### config.mk
export PLATFORM = sky130hd
export DESIGN_NAME = rr_grant_arbiter
export DESIGN_NICKNAME = d
export VERILOG_FILES = /design/src/rtl/rr_arb_pkg.sv /design/src/rtl/rr_grant_arbiter_dec.sv /design/src/rtl/rr_grant_arbiter.sv
export SDC_FILE = /design/constraint.sdc
export NUM_CORES = 1
export LEC_CHECK = 0
export CAP_MARGIN = 20
export CORE_UTILIZATION = 35
export DETAILED_ROUTE_END_ITERATION = 10
export PLACE_DENSITY = 0.68
export SYNTH_ARGS = -nofsm -noshare
export SYNTH_HDL_FRONTEND = slang
export SYNTH_SLANG_ARGS = --single-unit
### constraint.sdc
create_clock -name clk -period 1.9 [get_ports clk]
set_clock_uncertainty 0.15 [all_clocks]
set_input_delay 0.475 -clock clk [delete_from_list [all_inputs] [get_ports clk]]
set_output_delay 0.475 -clock clk [all_outputs]
set_load 0.01 [all_outputs]
### src/rtl/rr_arb_pkg.sv
// Shared types and helpers for the round-robin grant arbiter.
// Build option RR_GRANT_ARBITER_LOCK_EN adds a lock input to the top.
package rr_arb_pkg;

  localparam int N_REQ_DEF    = 4;
  localparam int MAX_HOLD_DEF = 8;
  localparam int N_MAX        = 32;

  typedef enum logic {
    IDLE  = 1'b0,
    GRANT = 1'b1
  } state_t;

  typedef struct packed {
    logic found;
    int   idx;
  } win_t;

  // First asserted req at or after ptr, wrapping modulo n.
  function automatic win_t next_winner(
    input logic [N_MAX-1:0] req,
    input int               ptr,
    input int               n
  );
    win_t w;
    int   j;
    w = '0;
    for (int k = 0; k < N_MAX; k++) begin
      j = (ptr + k) % n;
      if (k < n && !w.found && req[j[4:0]]) begin
        w.found = 1'b1;
        w.idx   = j;
      end
    end
    return w;
  endfunction

endpackage

### src/rtl/rr_grant_arbiter_dec.sv
// Index to one-hot decoder with enable; all-zero when disabled.
module idx_onehot_dec #(
  parameter int N = 4,
  parameter int W = $clog2(N)
) (
  input  logic [W-1:0] idx,
  input  logic         en,
  output logic [N-1:0] onehot
);

  assign onehot = en ? (N'(1) << idx) : '0;

endmodule

### src/rtl/rr_grant_arbiter.sv
// Round-robin arbiter with registered one-hot grant and hold limit.
// Build option RR_GRANT_ARBITER_LOCK_EN adds a lock input.
module rr_grant_arbiter
  import rr_arb_pkg::*;
#(
  parameter int N_REQ    = N_REQ_DEF,
  parameter int MAX_HOLD = MAX_HOLD_DEF,
  localparam int W_IDX   = $clog2(N_REQ)
) (
  input  logic             clk,
  input  logic             rst_n,
`ifdef RR_GRANT_ARBITER_LOCK_EN
  input  logic             lock,
`endif
  input  logic [N_REQ-1:0] req,
  output logic [N_REQ-1:0] gnt,
  output logic [W_IDX-1:0] gnt_idx,
  output logic             gnt_valid
);

  localparam int W_HOLD = (MAX_HOLD > 1) ? $clog2(MAX_HOLD) : 1;
  localparam logic [W_HOLD-1:0] HOLD_LAST = W_HOLD'(MAX_HOLD - 1);
  localparam logic [W_IDX-1:0]  IDX_LAST  = W_IDX'(N_REQ - 1);

  state_t             state_q, state_d;
  logic [W_IDX-1:0]   idx_q, idx_d;
  logic [W_IDX-1:0]   ptr_q, ptr_d;
  logic [W_HOLD-1:0]  hold_q, hold_d;
  logic               lk;
  logic               others;
  logic [W_IDX-1:0]   win_idx;
  win_t               win;

`ifdef RR_GRANT_ARBITER_LOCK_EN
  assign lk = lock;
`else
  assign lk = 1'b0;
`endif

  assign win     = next_winner(N_MAX'(req), int'(ptr_q), N_REQ);
  assign win_idx = W_IDX'(win.idx);
  assign others  = |(req & ~gnt);

  always_comb begin
    state_d = state_q;
    idx_d   = idx_q;
    ptr_d   = ptr_q;
    hold_d  = hold_q;
    unique case (state_q)
      IDLE: begin
        if (win.found) begin
          state_d = GRANT;
          idx_d   = win_idx;
          ptr_d   = (win_idx == IDX_LAST) ? '0 : win_idx + 1'b1;
          hold_d  = '0;
        end
      end
      GRANT: begin
        if (!req[idx_q]) begin
          hold_d = '0;
          if (win.found) begin
            idx_d = win_idx;
            ptr_d = (win_idx == IDX_LAST) ? '0 : win_idx + 1'b1;
          end else begin
            state_d = IDLE;
          end
        end else if (lk) begin
          hold_d = hold_q;
        end else if (hold_q == HOLD_LAST) begin
          // ptr = owner+1, so the owner is searched last
          hold_d = '0;
          if (others) begin
            idx_d = win_idx;
            ptr_d = (win_idx == IDX_LAST) ? '0 : win_idx + 1'b1;
          end
        end else begin
          hold_d = hold_q + 1'b1;
        end
      end
      default: state_d = IDLE;
    endcase
  end

  always_ff @(posedge clk or negedge rst_n) begin
    if (!rst_n) begin
      state_q <= IDLE;
      idx_q   <= '0;
      ptr_q   <= '0;
      hold_q  <= '0;
    end else begin
      state_q <= state_d;
      idx_q   <= idx_d;
      ptr_q   <= ptr_d;
      hold_q  <= hold_d;
    end
  end

  assign gnt_valid = (state_q == GRANT);
  assign gnt_idx   = idx_q;

  idx_onehot_dec #(
    .N(N_REQ),
    .W(W_IDX)
  ) u_dec (
    .idx   (idx_q),
    .en    (gnt_valid),
    .onehot(gnt)
  );

endmodule

**Word level (Yosys, flattened, before mapping)**

Cells that the tools add are included.
W data, S select, Z words.

- Add/sub/neg operators: 5
- Magnitude comparators: 5
- Eq/ne operators: 5
- Shifts and indexed selects: 1
- Mux-type cells: 33
- Bitwise operators: 6
- Reductions and logical operators: 11

Operator list:

| cell | count |
|---|---|
| $mux W33 | 4 |
| $lt A5 B6 Y1 const B | 3 |
| $mux W2 | 9 |
| $bmux W1 S3 | 3 |
| $mux W3 | 3 |
| $pmux W2 S2 | 2 |
| $mux W1 | 7 |
| $lt A2 B6 Y1 const B | 1 |
| $pmux W3 S2 | 1 |
| $reduce_or A2 Y1 | 3 |
| $add A2 B1 Y2 const B | 2 |
| $add A2 B2 Y2 const B | 2 |
| $and A4 B4 Y4 | 1 |
| $bmux W1 S2 | 2 |
| $mux W4 | 1 |
| $not A4 Y4 | 1 |
| $reduce_or A4 Y1 | 1 |
| $shl A1 B2 Y4 const A | 1 |
| $add A3 B1 Y3 const B | 1 |
| $and A1 B1 Y1 const A | 3 |
| $eq A3 B3 Y1 const B | 1 |
| $logic_and A1 B1 Y1 | 3 |
| $logic_not A1 Y1 | 3 |
| $lt A2 B3 Y1 const B | 1 |
| other kinds (7) | 7 |

- Bits in registers: 8
- Input port bits: 6
- Output and inout port bits: 7

**Longest topological paths before layout**

Gate-level depths: netlist of the first run.

- Depth after elaboration: 19
- Mapped depth: 7
- Mapped depth without buffers: 6

**Hierarchy**

From an unflattened synthesis of the first run, not the netlist that was laid out.

- Cell total of the unflattened synthesis: 52
- Area, all modules: 548.0 um2

By module, submodules not included:

| module | times used | cells an instance | area an instance (um2) | sequential area each (um2) |
|---|---|---|---|---|
| rr_grant_arbiter | 1 | 48 | 510.5 | 200.2 |
| idx_onehot_dec | 1 | 4 | 37.5 | 0.0 |

**Least setup slack after synthesis of the first run**

No wires, ideal clock.

- Kind: input port to flip-flop
- From: input port req[3]
- To: register idx_q[0], in the netlist gnt_idx[0]
- Arrival: 1.828 ns
- Data required time: 1.625 ns
- Path slack: -0.203 ns
- Stages on the path: 7
- Cells stage by stage: buf_6 or4b_1 o211ai_2 o211ai_1 and3_1 buf_6 mux2_4

- Cells in the longest elaborated chain, start to end: 16
- Elaborated cells on any way between the ends: 30

RTL lines:

| element | RTL line | text |
|---|---|---|
| start, declared | rr_grant_arbiter.sv:15 | `input logic [N_REQ-1:0] req,` |
| $bmux W1 S2 | rr_arb_pkg.sv:30 | `if (k < n && !w.found && req[j[4:0]]) begin` |
| $mux W1 (not written as such) | rr_arb_pkg.sv:30 |  |
| $mux W33 | rr_arb_pkg.sv:30 |  |
| $logic_not A1 Y1 | rr_arb_pkg.sv:30 |  |
| $logic_and A1 B1 Y1 | rr_arb_pkg.sv:30 |  |
| $mux W33 | rr_arb_pkg.sv:30 |  |
| $logic_not A1 Y1 | rr_arb_pkg.sv:30 |  |
| $logic_and A1 B1 Y1 | rr_arb_pkg.sv:30 |  |
| $mux W33 | rr_arb_pkg.sv:30 |  |
| $logic_not A1 Y1 | rr_arb_pkg.sv:30 |  |
| $logic_and A1 B1 Y1 | rr_arb_pkg.sv:30 |  |
| $mux W33 | rr_arb_pkg.sv:30 |  |
| $mux W2 | rr_grant_arbiter.sv:72 | `if (others) begin` |
| $mux W2 | rr_grant_arbiter.sv:69 | `end else if (hold_q == HOLD_LAST) begin` |
| $mux W2 | rr_grant_arbiter.sv:59 | `if (!req[idx_q]) begin` |
| $pmux W2 S2 | rr_grant_arbiter.sv:49 | `unique case (state_q)` |
| end signal, assigned | rr_grant_arbiter.sv:92 | `idx_q <= idx_d;` |
| end, declared | rr_grant_arbiter.sv:26 | `logic [W_IDX-1:0] idx_q, idx_d;` |

Parallel ways exist; a longest one is shown, timed or not. The select of a mux whose other input is x is not followed.
A chain may end at the register's enable or synchronous reset.

**Worst setup path in the final report of the first run**

- From: register idx_q[0], in the netlist gnt_idx[0]
- To: register ptr_q[1]

- Cells in the longest elaborated chain, start to end: 7
- Elaborated cells on any way between the ends: 12

RTL lines:

| element | RTL line | text |
|---|---|---|
| $shl A1 B2 Y4 | rr_grant_arbiter_dec.sv:11 | `assign onehot = en ? (N'(1) << idx) : '0;` |
| $mux W4 | rr_grant_arbiter_dec.sv:11 |  |
| $not A4 Y4 | rr_grant_arbiter.sv:42 | `assign others = \|(req & ~gnt);` |
| $and A4 B4 Y4 | rr_grant_arbiter.sv:42 |  |
| $reduce_or A4 Y1 | rr_grant_arbiter.sv:42 |  |
| $ne A3 B3 Y1 (no line) | n/a |  |
| $reduce_and A2 Y1 (no line) | n/a |  |
| end signal, assigned | rr_grant_arbiter.sv:93 | `ptr_q <= ptr_d;` |
| end, declared | rr_grant_arbiter.sv:27 | `logic [W_IDX-1:0] ptr_q, ptr_d;` |

Parallel ways exist; a longest one is shown, timed or not. The select of a mux whose other input is x is not followed.

==> qor.yml, run 1 <==
status:
  outcome: "finished with violations"
  violations: "negative setup slack"
timing:
  slew_headroom_pct: 72.2
  rsz0062_at_grt: "yes"
  slew_violations: 0
  period_share_pct: 104
  finalWorstSetupSlack_ps: -83.0
  fin_crit_ps: 1980
  fmax_ghz: 0.504
  setup_viol: 5
  worst_slew_pin_slew_ps: 416
  finalHoldViolations: 0
setup_path:
  critPathBufInv: 1
  rr_worst_depth: 6
  cp_cell_sequence: "buf_6, or4b_4, o211ai_2, o211ai_1, and3_4, mux2_4"
  worst-setup-path-type: "flop to flop"
  r2r-end: "ptr_q[1]$_DFFE_PN0P_"
  cp.required_ps: 1880
  critPathTopFamily: "simple AND/OR/NAND/NOR gates"
  critical_path.max_stage_delay_ps: 500
  worstPathMaxFanout: 4
  endpoint_kind: "flop"
  rrSetupSlack_ps: -80
  critical_path_arrival_ps: 1970
  slowest_stage: "or4b_4"
  worst_setup_path_start_kind: "flop"
  reg2reg_from: "gnt_idx[0]$_DFFE_PN0P_"
global_routing:
  grt_pass1_vias: 583
  grtUsageMet2_pct: 32.0
  grt_pass1_wl_mm: 2.56
  met1_usage_pct: 23.7
  grtUsageTotal_pct: 19.3
  grt_max_degree: 9
  grt_util_met3_pct: 6.47
  grt.busiest_layer: "met2"
  grt_overflow_total: 0
  antenna_found_initial: 0
min_path:
  hold_path_depth: 1
  hold_start: "hold_q[0]$_DFFE_PN0P_"
  min_to: "hold_q[0]$_DFFE_PN0P_"
  hp-class: "flop to flop"
synthesis:
  synth_xor_xnor_area_share_pct: 1.52
  netlist_instances: 59
  synth_top_family_by_area: "simple AND/OR/NAND/NOR gates"
  syn_nets: 67
  synth_fa_ha_area_share_pct: 4.34
  yosys.area.top_type: "dfrtp_1"
  yosys_warnings: 0
  yosysUniqueCellTypes: 29
  synthMuxAreaShare_pct: 16.7
  ys_seq_area_share_pct: 34.7
  ys_ff_latch: 8
  yosys.area.top_type_share_pct: 34.7
  synth.avg_cell_area_sq_um: 9.78
  synth_compound_area_share_pct: 15.2
  synthSimpleGateAreaFrac_pct: 19.7
  synth_area_sq_um: 577
  synthTopCellsByArea: "dfrtp_1 (35%), mux2_4 (7.8%), mux2i_1 (6.9%), nor2_1 (4.6%), ha_1 (4.3%)"
die:
  die-area_sq_um: 1810
  io-pin-count: 13
  initial_core_util_pct: 37.8
  dieHeight_um: 42.6
  dieWidth_um: 42.6
  row_count: 14
  core_area_sq_um: 1520
routing:
  ant_nets: 0
  via_per_inst: 4.98
  drt-pass1-iter-count: 3
  post-route-drc-count: 0
  vias: 568
  routed_wl_mm: 1.53
  routedWlPerCell_um: 13.4
  initialDrtViolationCount: 4
power:
  p_sw_mw: 0.490
  pwr-share-seq_pct: 23.3
  p_int_mw: 0.858
  p_leak_nw: 0.464
  worst_ir_drop_vdd_mv: 0.666
  p_sw_share_pct: 36.3
  pwr-share-comb_pct: 67.2
  power_mw: 1.35
  p_per_area_nw_per_um2: 1450
  clkPwrFrac_pct: 9.5
clock_network:
  cts.clk_slew.worst_paths_ps: 50
  cts_buffers: 3
  cts_max_path_buffers: 2
  clk_latency_ps: 250
  cts_root_buffer: "clkbuf_4"
  holdBufCountCts: 0
  htree_levels: 1
  cts_tree: "done"
  clock-sinks: 8
cells_and_area:
  layout_common_cells: "buf_4 (25), nor2_1 (7), dlygate4sd2_1 (7)"
  fill_cells: 132
  drive_gt1_share_pct: 48.0
  fin_cells: 114
  antenna_cells: 0
  final_common_cell: "buf_4"
  nNetsFinal: 108
  fin_util_pct: 60.9
  syn_to_final_growth_pct: 61.0
place:
  dp_hpwl_mm: 1.08
  port_buffers: 12
  dp.cells: 105
  place_congestion: 0.746
flow_run:
  drv_cap: 0
## cells in the mapped netlist, drive strengths merged
master and count:
and2 1, xor2 1, or4bb 1, or4b 1, buf 3, dfrtp 8
o211ai 2, mux2 4, nand2 5, a32o 1, mux2i 4, a221oi 1
o21ai 3, inv 4, nand3b 1, and3 1, ha 2, o22ai 2
nand2b 2, a21oi 1, nor4 1, nor2 7, a311oi 1, o31ai 1
nand4b 1
## flip-flops by register name, indices dropped and copies added, names as in the netlist
register   cells
ptr_q          2
gnt_idx        2
gnt_valid      1
hold_q         3
## worst max-delay path by stage
stage                           start                      to  slack (ps)  cells past startpoint
5_1_grt        gnt_idx[0]$_DFFE_PN0P_    ptr_q[1]$_DFFE_PN0P_        -150                      6
3_3_place_gp                   req[3]  gnt_idx[1]$_DFFE_PN0P_        -490                      6
4_1_cts        gnt_idx[1]$_DFFE_PN0P_    ptr_q[1]$_DFFE_PN0P_        -120                      6
2_1_floorplan  gnt_idx[1]$_DFFE_PN0P_  gnt_idx[0]$_DFFE_PN0P_        -150                      7
6_report       gnt_idx[0]$_DFFE_PN0P_    ptr_q[1]$_DFFE_PN0P_         -80                      6
3_5_place_dp                   req[1]    ptr_q[1]$_DFFE_PN0P_        -560                      6
## stage by stage
| stage | hold slack [ps] | setup TNS [ps] | setup WS (ps) | cell area (sq um) |
|---|---|---|---|---|
| after global placement | 324 | -2560 | -491 | 845 |
| after CTS | 332 | -492 | -124 | 910 |
| after detailed placement | 326 | -2820 | -560 | 845 |
| after floorplan | 29.4 | -439 | -146 | 584 |
| final | 334 | -303 | -83.0 | 928 |
| after global routing | 343 | -657 | -153 | 928 |
## cell type report
class	count	area, sq um	share of cell area (%)
clock buffers	3	22.5	2.43
inverters	4	15.0	1.62
multi-input cells	44	359	38.7
flip-flops and latches	8	203	21.8
well taps	16	20.0	2.16
repair buffers	39	309	33.3
## layer usage
layer	up-vias	wire (um)
li1	291	-
met4	0	17
met2	5	815
met3	2	41
met1	270	653
met5	-	0
## power groups by stage
stage	Clock (mW)	Sequential, mW	Combinational [mW]
2_1_floorplan	0	0.308	0.461
3_3_place_gp	0	0.327	0.767
3_5_place_dp	0	0.324	0.797
4_1_cts	0.132	0.316	0.853
5_1_grt	0.142	0.324	0.981
6_report	0.128	0.314	0.906
## cells by family (layout without fill, tap and decap cells)
logic type                 count (synthesis)  after routing
AOI/OAI and AO/OA                         12             12
xor gates and xnor gates                   1              1
adders and majority gates                  2              2
buffers and inverters                      7             46
DFF                                        8              8
muxes                                      8              8
and+or+nand+nor                           21             21
## what timing repair did
action / CTS / global route
setup buffers: 3 / 3
endpoints found under the setup margin: 13 / 9
pin swaps: 3 / 4
gates resized for setup: 19 / 10
gates cloned: 0 / 0
No activity file was read; power rests on OpenSTA's default activity.
==> inputs of run 2 (changes only) <==
--- a/config.mk
+++ b/config.mk
@@ -7,8 +7,10 @@
 export LEC_CHECK = 0
 export CAP_MARGIN = 20
 export CORE_UTILIZATION = 35
+export CTS_CLUSTER_SIZE = 25
 export DETAILED_ROUTE_END_ITERATION = 10
 export PLACE_DENSITY = 0.68
+export SLEW_MARGIN = 25
 export SYNTH_ARGS = -nofsm -noshare
 export SYNTH_HDL_FRONTEND = slang
 export SYNTH_SLANG_ARGS = --single-unit
==> results of run 2 <==
No change in the layout: final DEF, timing and power equal those of run 1.
==> inputs of run 3 (changes only) <==
--- a/config.mk
+++ b/config.mk
@@ -9,8 +9,9 @@
 export CORE_UTILIZATION = 35
 export CTS_CLUSTER_SIZE = 25
 export DETAILED_ROUTE_END_ITERATION = 10
+export GPL_TIMING_DRIVEN = 0
 export PLACE_DENSITY = 0.68
-export SLEW_MARGIN = 25
+export SLEW_MARGIN = 20
 export SYNTH_ARGS = -nofsm -noshare
 export SYNTH_HDL_FRONTEND = slang
 export SYNTH_SLANG_ARGS = --single-unit
==> qor.yml, run 3 (synthesis gave the netlist of run 1 again) <==
status:
  outcome: "finished with violations"  # unchanged
  violations: "negative setup slack"  # unchanged
routing:
  routed_wl_mm: 1.32  # was 1.53 mm
  post-route-drc-count: 0  # unchanged
  drt-pass1-iter-count: 2  # was 3
  vias: 523  # was 568
  routedWlPerCell_um: 13.8  # was 13.4 um
  initialDrtViolationCount: 6  # was 4
  via_per_inst: 5.45  # was 4.98
  ant_nets: 0  # unchanged
cells_and_area:
  antenna_cells: 0  # unchanged
  layout_common_cells: "nor2_1 (7), buf_4 (7), dfrtp_1 (6)"  # was buf_4 (25), nor2_1 (7), dlygate4sd2_1 (7)
  nNetsFinal: 90  # was 108
  drive_gt1_share_pct: 32.5  # was 48.0%
  largest_register_ffs: 3  # unchanged
  syn_to_final_growth_pct: 37.3  # was 61.0%
  fin_area_sq_um: 792  # was 928 sq um
  regMostFlops: "hold_q"  # unchanged
timing:
  setup_viol: 4  # was 5
  rsz0062_at_grt: "yes"  # unchanged
  slew_violations: 0  # unchanged
  finalHoldViolations: 0  # unchanged
  worst_slew_pin_slew_ps: 466  # was 416 ps
  fin_crit_ps: 1980  # about the same
  fmax_ghz: 0.504  # about the same
  finalWorstSetupSlack_ps: -82.3  # was -83.0 ps
  slew_headroom_pct: 68.7  # was 72.2%
  period_share_pct: 104  # about the same
global_routing:
  antenna_found_initial: 0  # unchanged
  grt_pass1_wl_mm: 2.12  # was 2.56 mm
  grt_max_degree: 10  # was 9
  grtUsageTotal_pct: 16.3  # was 19.3%
  grt_overflow_total: 0  # unchanged
  grt_pass1_vias: 490  # was 583
die:
  dieHeight_um: 42.6  # unchanged
  io-pin-count: 13  # unchanged
  initial_core_util_pct: 37.8  # unchanged
  core_area_sq_um: 1520  # unchanged
  row_count: 14  # unchanged
  dieWidth_um: 42.6  # unchanged
  die-area_sq_um: 1810  # unchanged
power:
  p_sw_share_pct: 37.2  # was 36.3%
  p_int_mw: 0.744  # was 0.858 mW
  power_mw: 1.18  # was 1.35 mW
  p_leak_nw: 0.373  # was 0.464 nW
  worst_ir_drop_vdd_mv: 0.667  # was 0.666 mV
  p_sw_mw: 0.440  # was 0.490 mW
  clkPwrFrac_pct: 11.1  # was 9.5%
  pwr-share-seq_pct: 26.2  # was 23.3%
  p_per_area_nw_per_um2: 1500  # was 1450 nW/um^2
  pwr-share-comb_pct: 62.7  # was 67.2%
clock_network:
  cts_tree: "done"  # unchanged
  cts_max_path_buffers: 2  # unchanged
  holdBufCountCts: 0  # unchanged
  htree_levels: 1  # unchanged
  cts_root_buffer: "clkbuf_4"  # unchanged
  cts_buffers: 3  # unchanged
  clock-sinks: 8  # unchanged
  cts.clk_slew.worst_paths_ps: 50  # about the same
  clk_latency_ps: 260  # was 250 ps
place:
  dpl_cell_area_sq_um: 714  # was 845 sq um
  place_congestion: 0.681  # was 0.746
  port_buffers: 11  # was 12
  dp_hpwl_um: 907  # was 1.08 mm
setup_path:
  cp.required_ps: 1890  # was 1880 ps
  worst_setup_path_start_kind: "flop"  # unchanged
  critical_path_arrival_ps: 1970  # about the same
  endpoint_kind: "flop"  # unchanged
  worstPathMaxFanout: 5  # was 4
  worst-setup-path-type: "flop to flop"  # unchanged
min_path:
  hp-class: "input pin to asynchronous set/reset pin"  # was flop to flop
flow_run:
  drv_cap: 0  # unchanged
## run 3: changes by cell type in the layout (fill, tap and decap cells not counted), sizes merged
cell and change:
clkdlybuf4s50 +1, buf -15, clkbuf -2, clkdlybuf4s15 +1
dlygate4sd2 -3
## run 3: critical path, stage by stage (launching register included)
cell and delay [ps]:
dfrtp_2 430, buf_4 150, or4b_1 470, o211ai_2 80, o211ai_1 100, and3_4 190
mux2_4 300
## run 3: cell type report
| class | count | area (sq um) |
|---|---|---|
| clock buffer | 3 | 22.5 |
| timing repair buffer | 19 | 156 |
| fill | 146 | 732 |
| sequential | 8 | 203 |
| multi-input combinational | 44 | 349 |
| tap | 16 | 20.0 |
| buffer | 2 | 26.3 |
| inverter | 4 | 15.0 |
## run 3: worst paths after layout
check                      slack [ps]                      to                   start  cells past startpoint
setup / recovery                  -80  gnt_idx[1]$_DFFE_PN0P_  gnt_idx[0]$_DFFE_PN0P_                      6
hold / removal                    340   hold_q[2]$_DFFE_PN0P_                   rst_n                      1
setup reg to reg                  -80  gnt_idx[1]$_DFFE_PN0P_  gnt_idx[0]$_DFFE_PN0P_                      6
hold reg to reg                   340   hold_q[0]$_DFFE_PN0P_   hold_q[0]$_DFFE_PN0P_                      1
max in group asynchronous         980  gnt_idx[0]$_DFFE_PN0P_                   rst_n                      1
min in group clk                  340   hold_q[0]$_DFFE_PN0P_   hold_q[0]$_DFFE_PN0P_                      1
## run 3: power groups by stage
stage	Combinational [mW]	Sequential (mW)	Clock, mW
finish	0.743	0.310	0.131
global route	0.804	0.319	0.149
CTS	0.735	0.310	0.139
detailed placement	0.667	0.320	0
global placement	0.658	0.312	0
floorplan	0.461	0.308	0
## run 3: through the flow
stage          utilization, %  std cells  setup TNS, ps  hold WS [ps]  worst slack, ps
2_1_floorplan               -         59           -439          29.4             -146
3_3_place_gp             46.9         86          -2760           318             -659
3_5_place_dp             46.9         86          -2800           332             -657
4_1_cts                  52.0         94           -400           325             -110
5_1_grt                  52.0         96           -516           353             -146
6_report                 52.0         96           -259           336            -82.3
## run 3: repair_timing
item	in CTS	in global routing
gates cloned	0	0
pin swaps	3	2
endpoints found under the hold margin	0	0
resized for setup	21	4
setup buffers	6	2
setup endpoints to repair	10	9
## run 3: layer usage
| layer | vias to the layer above | wire length (um) | GRT usage, % |
|---|---|---|---|
| met1 | 256 | 591 | 18.9 |
| met3 | 5 | 50 | 7.76 |
| met4 | 0 | 19 | 7.50 |
| met5 | - | 0 | 0 |
| li1 | 256 | - | - |
| met2 | 6 | 661 | 25.2 |
